==> src/rtl/dram_pkg.sv <==
// rtl/dram_pkg.sv - shared command encodings, line geometry and state type for the DRAM line master
package dram_pkg;

    localparam logic DRAM_CMD_WRITE = 1'b0;
    localparam logic DRAM_CMD_READ  = 1'b1;

    // One line is one MIG BL8 burst on a 64-bit UI, seen here as four 32-bit words.
    localparam int LINE_WORDS = 4;

    typedef enum logic [2:0] {
        IDLE,
        WRITE,
        READ_CMD,
        READ_DATA,
        RESP
    } line_state_t;

endpackage

==> src/rtl/dram_line_master.sv <==
// rtl/dram_line_master.sv - one-at-a-time 16-byte line transfer engine in front of the DRAM controller
module dram_line_master #(
    parameter int LINE_WORDS = 4
) (
    input  logic         clk_core,
    input  logic         reset,
    input  logic         req_valid,
    output logic         req_ready,
    input  logic         req_write,
    input  logic [23:0]  req_addr,
    input  logic [127:0] req_wdata,
    input  logic [15:0]  req_wmask,
    output logic         resp_valid,
    input  logic         resp_ready,
    output logic [127:0] resp_rdata,
    output logic         resp_error,
    output logic         bmain_cvalid_dctl,
    input  logic         dctl_cready,
    output logic         bmain_cmd,
    output logic [25:0]  bmain_addr,
    output logic         bmain_wvalid_dctl,
    input  logic         dctl_wready,
    output logic         bmain_wlast,
    output logic [31:0]  bmain_wdata,
    output logic [3:0]   bmain_wmask,
    input  logic         dctl_rvalid,
    output logic         bmain_rready_dctl,
    input  logic         dctl_rlast,
    input  logic [31:0]  dctl_rdata,
    input  logic         dctl_error
);
    import dram_pkg::*;

    localparam logic [2:0] WORDS     = 3'(LINE_WORDS);
    localparam logic [1:0] LAST_WORD = 2'(LINE_WORDS - 1);

    line_state_t  state;
    line_state_t  state_nx;

    // Line buffer is shared: it sources write words and sinks read words.
    logic [23:0]  addr_q;
    logic         write_q;
    logic [127:0] line_q;
    logic [15:0]  mask_q;
    logic [2:0]   wcnt;
    logic [1:0]   rcnt;
    logic         cmd_done;
    logic         err_q;

    logic         req_hs;
    logic         cmd_hs;
    logic         w_hs;
    logic         r_hs;
    logic         resp_hs;
    logic         cmd_done_nx;
    logic [2:0]   wcnt_nx;

    assign req_ready         = (state == IDLE);
    assign bmain_cvalid_dctl = ((state == WRITE) && !cmd_done) || (state == READ_CMD);
    assign bmain_cmd         = (state == READ_CMD) ? DRAM_CMD_READ : DRAM_CMD_WRITE;
    assign bmain_addr        = {addr_q, 2'b00};
    assign bmain_wvalid_dctl = (state == WRITE) && (wcnt < WORDS);
    assign bmain_wlast       = bmain_wvalid_dctl && (wcnt == WORDS - 3'd1);
    assign bmain_wdata       = line_q[{wcnt[1:0], 5'd0} +: 32];
    assign bmain_wmask       = mask_q[{wcnt[1:0], 2'd0} +: 4];
    assign bmain_rready_dctl = (state == READ_DATA);
    assign resp_valid        = (state == RESP);
    assign resp_rdata        = write_q ? '0 : line_q;
    assign resp_error        = resp_valid && err_q;

    assign req_hs      = req_valid && req_ready;
    assign cmd_hs      = bmain_cvalid_dctl && dctl_cready;
    assign w_hs        = bmain_wvalid_dctl && dctl_wready;
    assign r_hs        = bmain_rready_dctl && dctl_rvalid;
    assign resp_hs     = resp_valid && resp_ready;
    assign cmd_done_nx = cmd_done || cmd_hs;
    assign wcnt_nx     = wcnt + {2'b00, w_hs};

    // State register.
    always_ff @(posedge clk_core) begin
        if (reset) begin
            state <= IDLE;
        end else begin
            state <= state_nx;
        end
    end

    // Next-state: a write finishes only once both the command and the last word have gone.
    always_comb begin
        state_nx = state;
        case (state)
            IDLE:      if (req_hs) state_nx = req_write ? WRITE : READ_CMD;
            WRITE:     if (cmd_done_nx && (wcnt_nx == WORDS)) state_nx = RESP;
            READ_CMD:  if (cmd_hs) state_nx = READ_DATA;
            READ_DATA: if (r_hs && dctl_rlast) state_nx = RESP;
            RESP:      if (resp_hs) state_nx = IDLE;
            default:   state_nx = IDLE;
        endcase
    end

    // Request latch, burst counters, read-word capture and sticky error flag.
    always_ff @(posedge clk_core) begin
        if (reset) begin
            addr_q   <= '0;
            write_q  <= 1'b0;
            line_q   <= '0;
            mask_q   <= '0;
            wcnt     <= '0;
            rcnt     <= '0;
            cmd_done <= 1'b0;
            err_q    <= 1'b0;
        end else begin
            if (req_hs) begin
                addr_q   <= req_addr;
                write_q  <= req_write;
                line_q   <= req_wdata;
                mask_q   <= req_wmask;
                wcnt     <= '0;
                rcnt     <= '0;
                cmd_done <= 1'b0;
                err_q    <= 1'b0;
            end
            if (state == WRITE) begin
                cmd_done <= cmd_done_nx;
                wcnt     <= wcnt_nx;
            end
            if (r_hs) begin
                line_q[{rcnt, 5'd0} +: 32] <= dctl_rdata;
                rcnt <= rcnt + 2'd1;
                // Burst length mismatch either way; an overlong burst keeps draining until rlast.
                if (dctl_rlast != (rcnt == LAST_WORD)) begin
                    err_q <= 1'b1;
                end
            end
            if ((state != IDLE) && dctl_error) begin
                err_q <= 1'b1;
            end
        end
    end

endmodule

==> config.mk <==
export PLATFORM = sky130hd
export DESIGN_NAME = dram_line_master
export DESIGN_NICKNAME = d
export VERILOG_FILES = /design/src/rtl/dram_pkg.sv /design/src/rtl/dram_line_master.sv
export SDC_FILE = /design/constraint.sdc
export NUM_CORES = 1
export LEC_CHECK = 0
export ABC_AREA = 0
export BUFFER_PORTS_ARGS = -buffer_cell sky130_fd_sc_hd__buf_2
export CELL_PAD_IN_SITES_DETAIL_PLACEMENT = 1
export CELL_PAD_IN_SITES_GLOBAL_PLACEMENT = 1
export CORE_MARGIN = 1.5
export CORE_UTILIZATION = 33
export DETAILED_ROUTE_END_ITERATION = 6
export PLACE_DENSITY = 0.8
export SLEW_MARGIN = 20
export SYNTH_ARGS = -nofsm -noshare
export SYNTH_HDL_FRONTEND = slang
export SYNTH_SLANG_ARGS = --single-unit
==> constraint.sdc <==
create_clock -name clk_core -period 2.2 [get_ports clk_core]
set_input_delay 0.33 -clock clk_core [delete_from_list [all_inputs] [get_ports clk_core]]
set_output_delay 0.33 -clock clk_core [all_outputs]
set_load 0.05 [all_outputs]
==> impl_metrics.yaml, run 1 <==
job:
  cap_violations: 0
final_layout:
  drive_gt1_frac: 0.449
  syn_to_final_growth_pct: 29.3
  fill_cells: 3799
  final_cells: 1989
  nNetsFinal: 1759
  diodes: 0
  final_area_mm2: 0.0139
hold_path:
  hold_path.class: "primary input to flip-flop"
synthesis:
  synth_compound_area_frac: 0.134
  synth-async-reset-ratio: 0
  yosysMostFrequentCell: "nand2_1"
  synth_seq_area_share: 0.334
  avgSynthCellArea_um2: 9.14
  ys_top_cells_by_area: "dfxtp_1 33%, mux2_1 13%, a21oi_2 10%"
  synth_top_area_share: 0.334
  synthAdderAreaFrac: 0.00932
  syn_inst: 1175
  synth.mux.area_fraction: 0.210
  ys.warnings.count: 0
  synth_simple_gate_area_frac: 0.240
  synth_top_family_by_area: "simple AND/OR/NAND/NOR gates"
  synthDistinctLibCells: 50
  synthXorXnorAreaFrac: 0.00163
  synth_edf_count: 0
  synth_area_mm2: 0.0107
  yosysTopAreaCell: "dfxtp_1"
  synth-main-ff-cell: "dfxtp_1"
  synth_common_cells: "222 x nand2_1, 179 x dfxtp_1, 130 x nor2b_1"
  synth_seq_cells: 179
placement:
  hpwl_mm: 29.5
  place_ws_ns: 0.0779
  port_buffers: 405
  globalplace.congestion: 0.834
  dpl_cell_area_mm2: 0.0133
  dp.cells: 1957
timing:
  worst_pin_slew_ns: 0.778
  grt_setup_unrepaired: "yes"
  slew_viol_final: 0
  min_period_ns: 2.17
  setup_ws_ns: 0.0338
  holdWs_ns: 0.126
  slew-limit-headroom: 0.468
  fmax_mhz: 462
  post-route-period-util: 0.985
  tns_ns: 0
  skew_ns: 0.0110
  finalSetupViolCount: 0
  final_hold_viol_count: 0
drt:
  drt_iter0_drc: 488
  drcViolationCount: 0
  routed_via_density: 5.13
  ant_nets: 0
  via_count: 10200
  drt-pass1-iter-count: 5
  wl_per_cell_um: 20.5
  wl_mm: 40.8
grt:
  grt_pass1_vias: 10700
  grt_pass1_wl_mm: 61.8
  antenna_found_initial: 0
  grt_max_degree: 80
  grt_use_total: 0.239
  gr-total-overflow: 0
pwr:
  clkPwrFrac: 0.195
  ir_drop_uv: 532
  p_per_area_mw_per_mm2: 1170
  p_sw_frac: 0.477
  power_switching_w: 0.00777
  seq_power_share: 0.274
  power_leakage_nw: 6.13
  internal-power_w: 0.00851
  pwr-share-comb: 0.531
critical_path:
  required_ns: 1.87
  endpoint_kind: "output pin"
  crit_chain: "buf_12, mux4_2, buf_2"
  cp.buffers_inverters: 2
  slowest_stage: "mux4_2"
  cp_data_arrival_time_ns: 1.84
  max_stage_delay_ns: 0.55
  cp-start-kind: "flip-flop"
  ff2ff_setup_slack_ns: 0.05
  cp_max_fo: 17
  path_delay_family: "multiplexers"
  path_class: "flip-flop to output pin"
clock_network:
  cts_max_path_buffers: 2
  clock_sinks: 179
  h-tree-depth: 4
  hold_buffers: 0
  insertion_delay_ns: 0.44
  cts.clk_slew.worst_paths_ns: 0.08
  postCtsSetupRepairBufs: 0
  cts_inserted_buffers: 17
  cts_tree: "yes"
  cts_root_buf: "clkbuf_16"
floorplanning:
  num_io_pins: 408
  die_w_um: 183
  core_mm2: 0.0318
  die_h_um: 183
  start_util: 0.338
  rows: 65
  die-area_mm2: 0.0336
run_status:
  outcome: "complete, no violations"
[through the flow]
stage / utilization / power, W
floorplan: - / 0.0115
global placement: 0.417 / 0.0129
detailed placement: 0.417 / 0.0131
CTS: 0.436 / 0.0164
global route: 0.437 / 0.0171
finish: 0.437 / 0.0163
[worst min-delay path, stage by stage]
cell	delay, ns
buf_2	0.09
nand2_1	0.04
a21oi_1	0.05
[power by group through the flow]
| stage | registers [W] | logic [W] | clock network, W |
|---|---|---|---|
| after floorplan | 0.00464 | 0.00681 | 0 |
| after global placement | 0.00449 | 0.00843 | 0 |
| after detailed placement | 0.00453 | 0.00859 | 0 |
| after CTS | 0.00446 | 0.00865 | 0.00324 |
| after global routing | 0.00455 | 0.00919 | 0.00336 |
| final | 0.00447 | 0.00864 | 0.00317 |
[sequential cells by signal, summed over array words and instances (netlist names)]
register / cells
write_q: 1
mask_q: 16
wcnt: 3
rcnt: 2
line_q: 128
err_q: 1
cmd_done: 1
state: 3
addr_q: 24
[routing by layer]
metal,track usage,wire (um)
met5,0,0
met3,0.0414,2410
met4,0.0784,877
met1,0.286,16700
met2,0.429,20800
[repair_timing]
| item | in CTS | in global routing |
|---|---|---|
| resized for setup | 6 | 5 |
| endpoints found under the setup margin | 3 | 30 |
| pin swaps | 0 | 1 |
[area by class of cell]
class                   instances  area (um^2)  share of cell area
clock inverters                14          141              0.0102
clock buffers                  18          439              0.0316
well taps                     435          544              0.0392
inverters                       5         18.8             0.00135
flip-flops and latches        179         3600               0.259
repair buffers                457         2660               0.192
multi-input cells             881         6480               0.467
[final timing paths]
check	from	end	cells after the start
setup / recovery	wcnt[0]$_SDFFE_PP0P_	bmain_wdata[14]	3
hold / removal	req_addr[6]	addr_q[6]$_SDFFE_PP0P_	3
setup reg to reg	state[2]$_SDFFE_PP0P_	state[0]$_SDFFE_PP0P_	9
hold reg to reg	addr_q[5]$_SDFFE_PP0P_	addr_q[5]$_SDFFE_PP0P_	2
[cell families (layout without fill, tap and decap cells)]
logic type | Yosys count | count (layout)
xor gates and xnor gates | 2 | 2
DFF | 179 | 179
muxes | 164 | 164
other | 1 | 2
buffers and inverters | 116 | 494
AOI/OAI and AO/OA | 188 | 188
and+or+nand+nor | 517 | 517
adders and majority gates | 8 | 8
[layout by cell type, fill, tap and decap left out, types with 2 or more instances in the layout]
cell / synthesis / routed
buf_2: 34 / 401
nand2_1: 222 / 217
dfxtp_1: 179 / 173
nor2b_1: 130 / 130
a21oi_2: 126 / 126
nand3_1: 121 / 121
mux2_1: 121 / 121
a21oi_1: 51 / 51
mux4_2: 36 / 36
buf_4: 7 / 34
clkbuf_16: 0 / 17
buf_12: 11 / 17
nand3_2: 10 / 10
mux2_2: 7 / 7
nor2_1: 8 / 6
ha_1: 8 / 6
inv_6: 0 / 6
inv_1: 4 / 4
and2_2: 0 / 4
nand2_2: 0 / 4
buf_6: 6 / 4
nor3b_2: 0 / 3
dfxtp_2: 0 / 3
dfxtp_4: 0 / 3
nand2b_1: 2 / 2
nor3_2: 1 / 2
nor2_4: 0 / 2
and3_1: 2 / 2
nor3_1: 3 / 2
a22oi_1: 2 / 2
conb_1: 1 / 2
clkbuf_8: 0 / 2
clkinv_4: 0 / 2
inv_8: 0 / 2
(Power assumes the default switching activity.)
==> run 2: changes to the inputs <==
- CORE_UTILIZATION: 33 -> 35
- PLACE_DENSITY: 0.8 -> 0.81
- clock period: 2.2 -> 2.16 ns (I/O delays scaled with it)
==> impl_metrics.yaml, run 2 (same netlist as run 1, synthesis figures left out) <==
placement:
  dpl_cell_area_mm2: 0.0132
  globalplace.congestion: 0.813
  hpwl_mm: 30.6
  place_ws_ns: 0.00694
  port_buffers: 405
drt:
  wl_per_cell_um: 21.7
  drcViolationCount: 0
  drt_iter0_drc: 476
  routed_via_density: 5.31
  drt-pass1-iter-count: 4
  ant_nets: 0
  wl_mm: 42.3
  via_count: 10400
critical_path:
  reg2reg_to: "state[0]$_SDFFE_PP0P_"
  r2r_start: "state[2]$_SDFFE_PP0P_"
  path_class: "flip-flop to output pin"
  ff2ff_setup_slack_ns: 0.04
  worstRegToRegCells: 9
  max_stage_delay_ns: 0.54
  slowest_stage: "mux4_2"
  cp-start-kind: "flip-flop"
  cp_max_fo: 12
  required_ns: 1.84
  cp_data_arrival_time_ns: 1.81
  crit_chain: "buf_8, mux4_2, buf_2"
  endpoint_kind: "output pin"
clock_network:
  h-tree-depth: 4
  hold_buffers: 0
  clock_sinks: 179
  cts_inserted_buffers: 17
  insertion_delay_ns: 0.43
  cts_root_buf: "clkbuf_16"
  cts_max_path_buffers: 2
  cts_tree: "yes"
  cts.clk_slew.worst_paths_ns: 0.07
pwr:
  p_per_area_mw_per_mm2: 1200
  power_leakage_nw: 6.16
  pwr-share-comb: 0.535
  p_sw_frac: 0.476
  seq_power_share: 0.276
  ir_drop_uv: 516
  clkPwrFrac: 0.190
  internal-power_w: 0.00875
  power_switching_w: 0.00794
hold_path:
  holdPathStages: 3
  hold_path.class: "primary input to flip-flop"
  hold_start: "req_addr[10]"
  min_to: "addr_q[10]$_SDFFE_PP0P_"
timing:
  fmax_mhz: 468
  slew_viol_final: 0
  min_period_ns: 2.14
  grt_setup_unrepaired: "yes"
  skew_ns: 0.0233
  setup_ws_ns: 0.0217
  final_hold_viol_count: 0
  slew-limit-headroom: 0.464
  finalSetupViolCount: 0
  holdWs_ns: 0.131
  post-route-period-util: 0.990
  worst_pin_slew_ns: 0.784
floorplanning:
  rows: 63
  num_io_pins: 408
  start_util: 0.359
  core_mm2: 0.0300
  die_h_um: 178
  die-area_mm2: 0.0318
  die_w_um: 178
final_layout:
  reg.largest.list: "line_q x128, addr_q x24, mask_q x16"
  final_cell_mix: "396 x buf_2, 217 x nand2_1, 172 x dfxtp_1"
  drive_gt1_frac: 0.451
  nNetsFinal: 1767
  largest-register: "line_q"
  final_util: 0.466
  largest_reg_flops: 128
  syn_to_final_growth_pct: 29.8
  final_common_cell: "buf_2"
  final_area_mm2: 0.0139
grt:
  grt_max_degree: 67
  grt_pass1_vias: 10800
  antenna_found_initial: 7
  gr-total-overflow: 0
  grt_use_total: 0.261
  grt_pass1_wl_mm: 62.6
job:
  cap_violations: 0
run_status:
  outcome: "complete, no violations"
==> run 2: cell types whose count changed in the layout (fill, tap and decap cells not counted), moves of 2 or more <==
cell	previous run	this run
buf_4	34	41
inv_6	6	4
buf_2	401	396
diode_2	0	2
buf_6	4	10
==> run 2: worst max-delay path, delay by kind of cell, from the launching register on <==
family   cells  cell delay, ns
mux          1            0.54
buf+inv      2            0.43
flops        1            0.41
==> run 2: per-layer routing <==
| metal | wire length (um) | vias to the layer above | track usage | share of wire |
|---|---|---|---|---|
| li1 | - | 4791 | - | - |
| met1 | 17200 | 5134 | 0.309 | 0.41 |
| met2 | 21600 | 367 | 0.472 | 0.51 |
| met3 | 2400 | 68 | 0.0492 | 0.057 |
| met4 | 1070 | 8 | 0.0833 | 0.025 |
| met5 | 47 | - | 0 | 0.0011 |
==> run 2: what timing repair did <==
item,in CTS,in global routing
buffers inserted,0,1
resized for setup,19,13
pin swaps,0,1
setup endpoints to repair,25,56
cloned,0,0
==> run 2: worst max-delay path by stage <==
stage / start / to / slack, ns / depth (start not counted)
floorplan: state[2]$_SDFFE_PP0P_ / state[0]$_SDFFE_PP0P_ / -0.22 / 10
global placement: state[2]$_SDFFE_PP0P_ / state[1]$_SDFFE_PP0P_ / 0.1 / 9
detailed placement: state[2]$_SDFFE_PP0P_ / state[0]$_SDFFE_PP0P_ / 0.007 / 9
CTS: wcnt[0]$_SDFFE_PP0P_ / bmain_wdata[30] / -0.03 / 3
global route: wcnt[0]$_SDFFE_PP0P_ / bmain_wdata[13] / -0.04 / 3
finish: wcnt[0]$_SDFFE_PP0P_ / bmain_wdata[15] / 0.02 / 3
==> run 2: layout make-up <==
cell class	instances	area, um^2
sequential	179	3600
antenna	2	5.00
timing repair buffer	465	2750
multi-input combinational	881	6510
inverter	5	18.8
fill	3608	16000
clock buffer	19	454
tap	390	488
clock inverter	11	116
==> run 2: power by group through the flow <==
| stage | Sequential [W] | Clock [W] | Combinational, W |
|---|---|---|---|
| 2_1_floorplan | 0.00473 | 0 | 0.00694 |
| 3_3_place_gp | 0.00462 | 0 | 0.00860 |
| 3_5_place_dp | 0.00466 | 0 | 0.00881 |
| 4_1_cts | 0.00459 | 0.00323 | 0.00892 |
| 5_1_grt | 0.00470 | 0.00334 | 0.00946 |
| 6_report | 0.00460 | 0.00317 | 0.00893 |
==> run 2: per-stage QoR <==
| stage | total power [W] | cells | TNS, ns |
|---|---|---|---|
| finish | 0.0167 | 1952 | 0 |
| global route | 0.0175 | 1951 | -0.298 |
| CTS | 0.0167 | 1949 | -0.0767 |
| detailed placement | 0.0135 | 1919 | 0 |
| global placement | 0.0132 | 1919 | 0 |
| floorplan | 0.0117 | 1176 | -0.595 |
==> run 3: changes to the inputs <==
- SETUP_SLACK_MARGIN: unset -> 0.05
==> impl_metrics.yaml, run 3 (same netlist as run 1, synthesis figures left out) <==
critical_path:
  crit_chain: "buf_12, buf_16, mux4_2, buf_8"
  required_ns: 1.84
  cp_max_fo: 7
  max_stage_delay_ns: 0.52
  slowest_stage: "mux4_2"
  path_class: "flip-flop to output pin"
  reg2reg_to: "state[0]$_SDFFE_PP0P_"
  path_delay_family: "multiplexers"
  ff2ff_setup_slack_ns: 0.03
  cp-start-kind: "flip-flop"
  cp.depth: 4
  cp.buffers_inverters: 3
  endpoint_kind: "output pin"
  r2r_start: "state[2]$_SDFFE_PP0P_"
  cp_data_arrival_time_ns: 1.82
  worstRegToRegCells: 9
drt:
  via_count: 10500
  routed_via_density: 5.35
  drt-pass1-iter-count: 4
  ant_nets: 0
  wl_per_cell_um: 21.9
  drt_iter0_drc: 484
  drcViolationCount: 0
  wl_mm: 42.9
final_layout:
  drive_gt1_frac: 0.454
  final_util: 0.476
  largest_reg_flops: 128
  nNetsFinal: 1773
  final_cell_mix: "368 x buf_2, 217 x nand2_1, 172 x dfxtp_1"
  final_common_cell: "buf_2"
  largest-register: "line_q"
  reg.largest.list: "line_q x128, addr_q x24, mask_q x16"
  final_cells: 1958
  final_area_mm2: 0.0143
  syn_to_final_growth_pct: 32.7
timing:
  fmax_mhz: 467
  final_hold_viol_count: 0
  finalSetupViolCount: 0
  slew_viol_final: 0
  slew-limit-headroom: 0.474
  tns_ns: 0
  post-route-period-util: 0.990
  grt_setup_unrepaired: "yes"
  min_period_ns: 2.14
  worst_pin_slew_ns: 0.770
  skew_ns: 0.0212
placement:
  globalplace.congestion: 0.813
  dpl_cell_area_mm2: 0.0132
  port_buffers: 405
  dp.cells: 1919
  hpwl_mm: 30.6
clock_network:
  cts_inserted_buffers: 17
  insertion_delay_ns: 0.43
  clock_sinks: 179
  cts_max_path_buffers: 2
  cts_root_buf: "clkbuf_16"
  cts_tree: "yes"
  cts.clk_slew.worst_paths_ns: 0.07
  hold_buffers: 0
  h-tree-depth: 4
pwr:
  power_leakage_nw: 6.25
  p_per_area_mw_per_mm2: 1190
  ir_drop_uv: 521
  seq_power_share: 0.271
  internal-power_w: 0.00897
  clkPwrFrac: 0.187
  pwr-share-comb: 0.542
  p_sw_frac: 0.472
  power_switching_w: 0.00802
floorplanning:
  num_io_pins: 408
  start_util: 0.359
  rows: 63
  die_h_um: 178
  core_mm2: 0.0300
  die_w_um: 178
  die-area_mm2: 0.0318
grt:
  grt_pass1_wl_mm: 63.2
  grt_pass1_vias: 10900
  antenna_found_initial: 7
  gr-total-overflow: 0
  grt_use_total: 0.263
  grt_max_degree: 67
job:
  cap_violations: 0
hold_path:
  hold_start: "req_addr[10]"
  holdPathStages: 3
  min_to: "addr_q[10]$_SDFFE_PP0P_"
  hold_path.class: "primary input to flip-flop"
run_status:
  outcome: "complete, no violations"
-- run 3: cell types whose count changed in the layout (fill, tap and decap cells not counted), sizes merged --
cell,delta
buf,+6
-- run 3: how the worst max path moves through the flow --
stage,from,to
2_1_floorplan,state[2]$_SDFFE_PP0P_,state[0]$_SDFFE_PP0P_
3_3_place_gp,state[2]$_SDFFE_PP0P_,state[1]$_SDFFE_PP0P_
3_5_place_dp,state[2]$_SDFFE_PP0P_,state[0]$_SDFFE_PP0P_
4_1_cts,wcnt[0]$_SDFFE_PP0P_,bmain_wdata[2]
5_1_grt,state[2]$_SDFFE_PP0P_,state[0]$_SDFFE_PP0P_
6_report,wcnt[0]$_SDFFE_PP0P_,bmain_wdata[4]
-- run 3: timing repair --
action | in CTS | in global routing
gates resized for setup | 70 | 36
buffers inserted | 4 | 2
setup endpoints to repair | 38 | 78
gates cloned | 1 | 0
pin swaps | 5 | 8
-- run 3: layout make-up --
class / instances / area (um^2)
inverters: 5 / 18.8
multi-input cells: 881 / 6520
repair buffers: 471 / 3050
well taps: 390 / 488
diodes: 2 / 5.00
flip-flops and latches: 179 / 3600
clock inverters: 11 / 116
clock buffers: 19 / 454
fillers: 3584 / 15700
-- run 3: metal layers --
metal / part of all wire / vias to the layer above / GRT usage
met4: 0.027 / 8 / 0.0813
li1: - / 4797 / -
met5: 0.0011 / - / 0
met2: 0.51 / 412 / 0.478
met3: 0.063 / 81 / 0.0529
met1: 0.40 / 5169 / 0.310
-- run 3: metrics by stage --
step	hold slack (ns)	power [W]	setup slack [ns]
final	0.130	0.0170	0.0206
after global placement	0.439	0.0132	0.0984
after detailed placement	0.447	0.0135	0.00694
after CTS	0.110	0.0169	-0.00382
after floorplan	0.431	0.0117	-0.224
after global routing	0.118	0.0178	-0.0310
-- run 3: worst min-delay path, cell delays in order --
cell	delay (ns)
buf_2	0.09
nand2_1	0.04
a21oi_1	0.05
-- run 3: power by group through the flow --
stage / clock (W) / sequential, W / combinational [W]
5_1_grt: 0.00335 / 0.00470 / 0.00974
6_report: 0.00317 / 0.00460 / 0.00922
2_1_floorplan: 0 / 0.00473 / 0.00694
3_3_place_gp: 0 / 0.00462 / 0.00860
3_5_place_dp: 0 / 0.00466 / 0.00881
4_1_cts: 0.00323 / 0.00459 / 0.00910
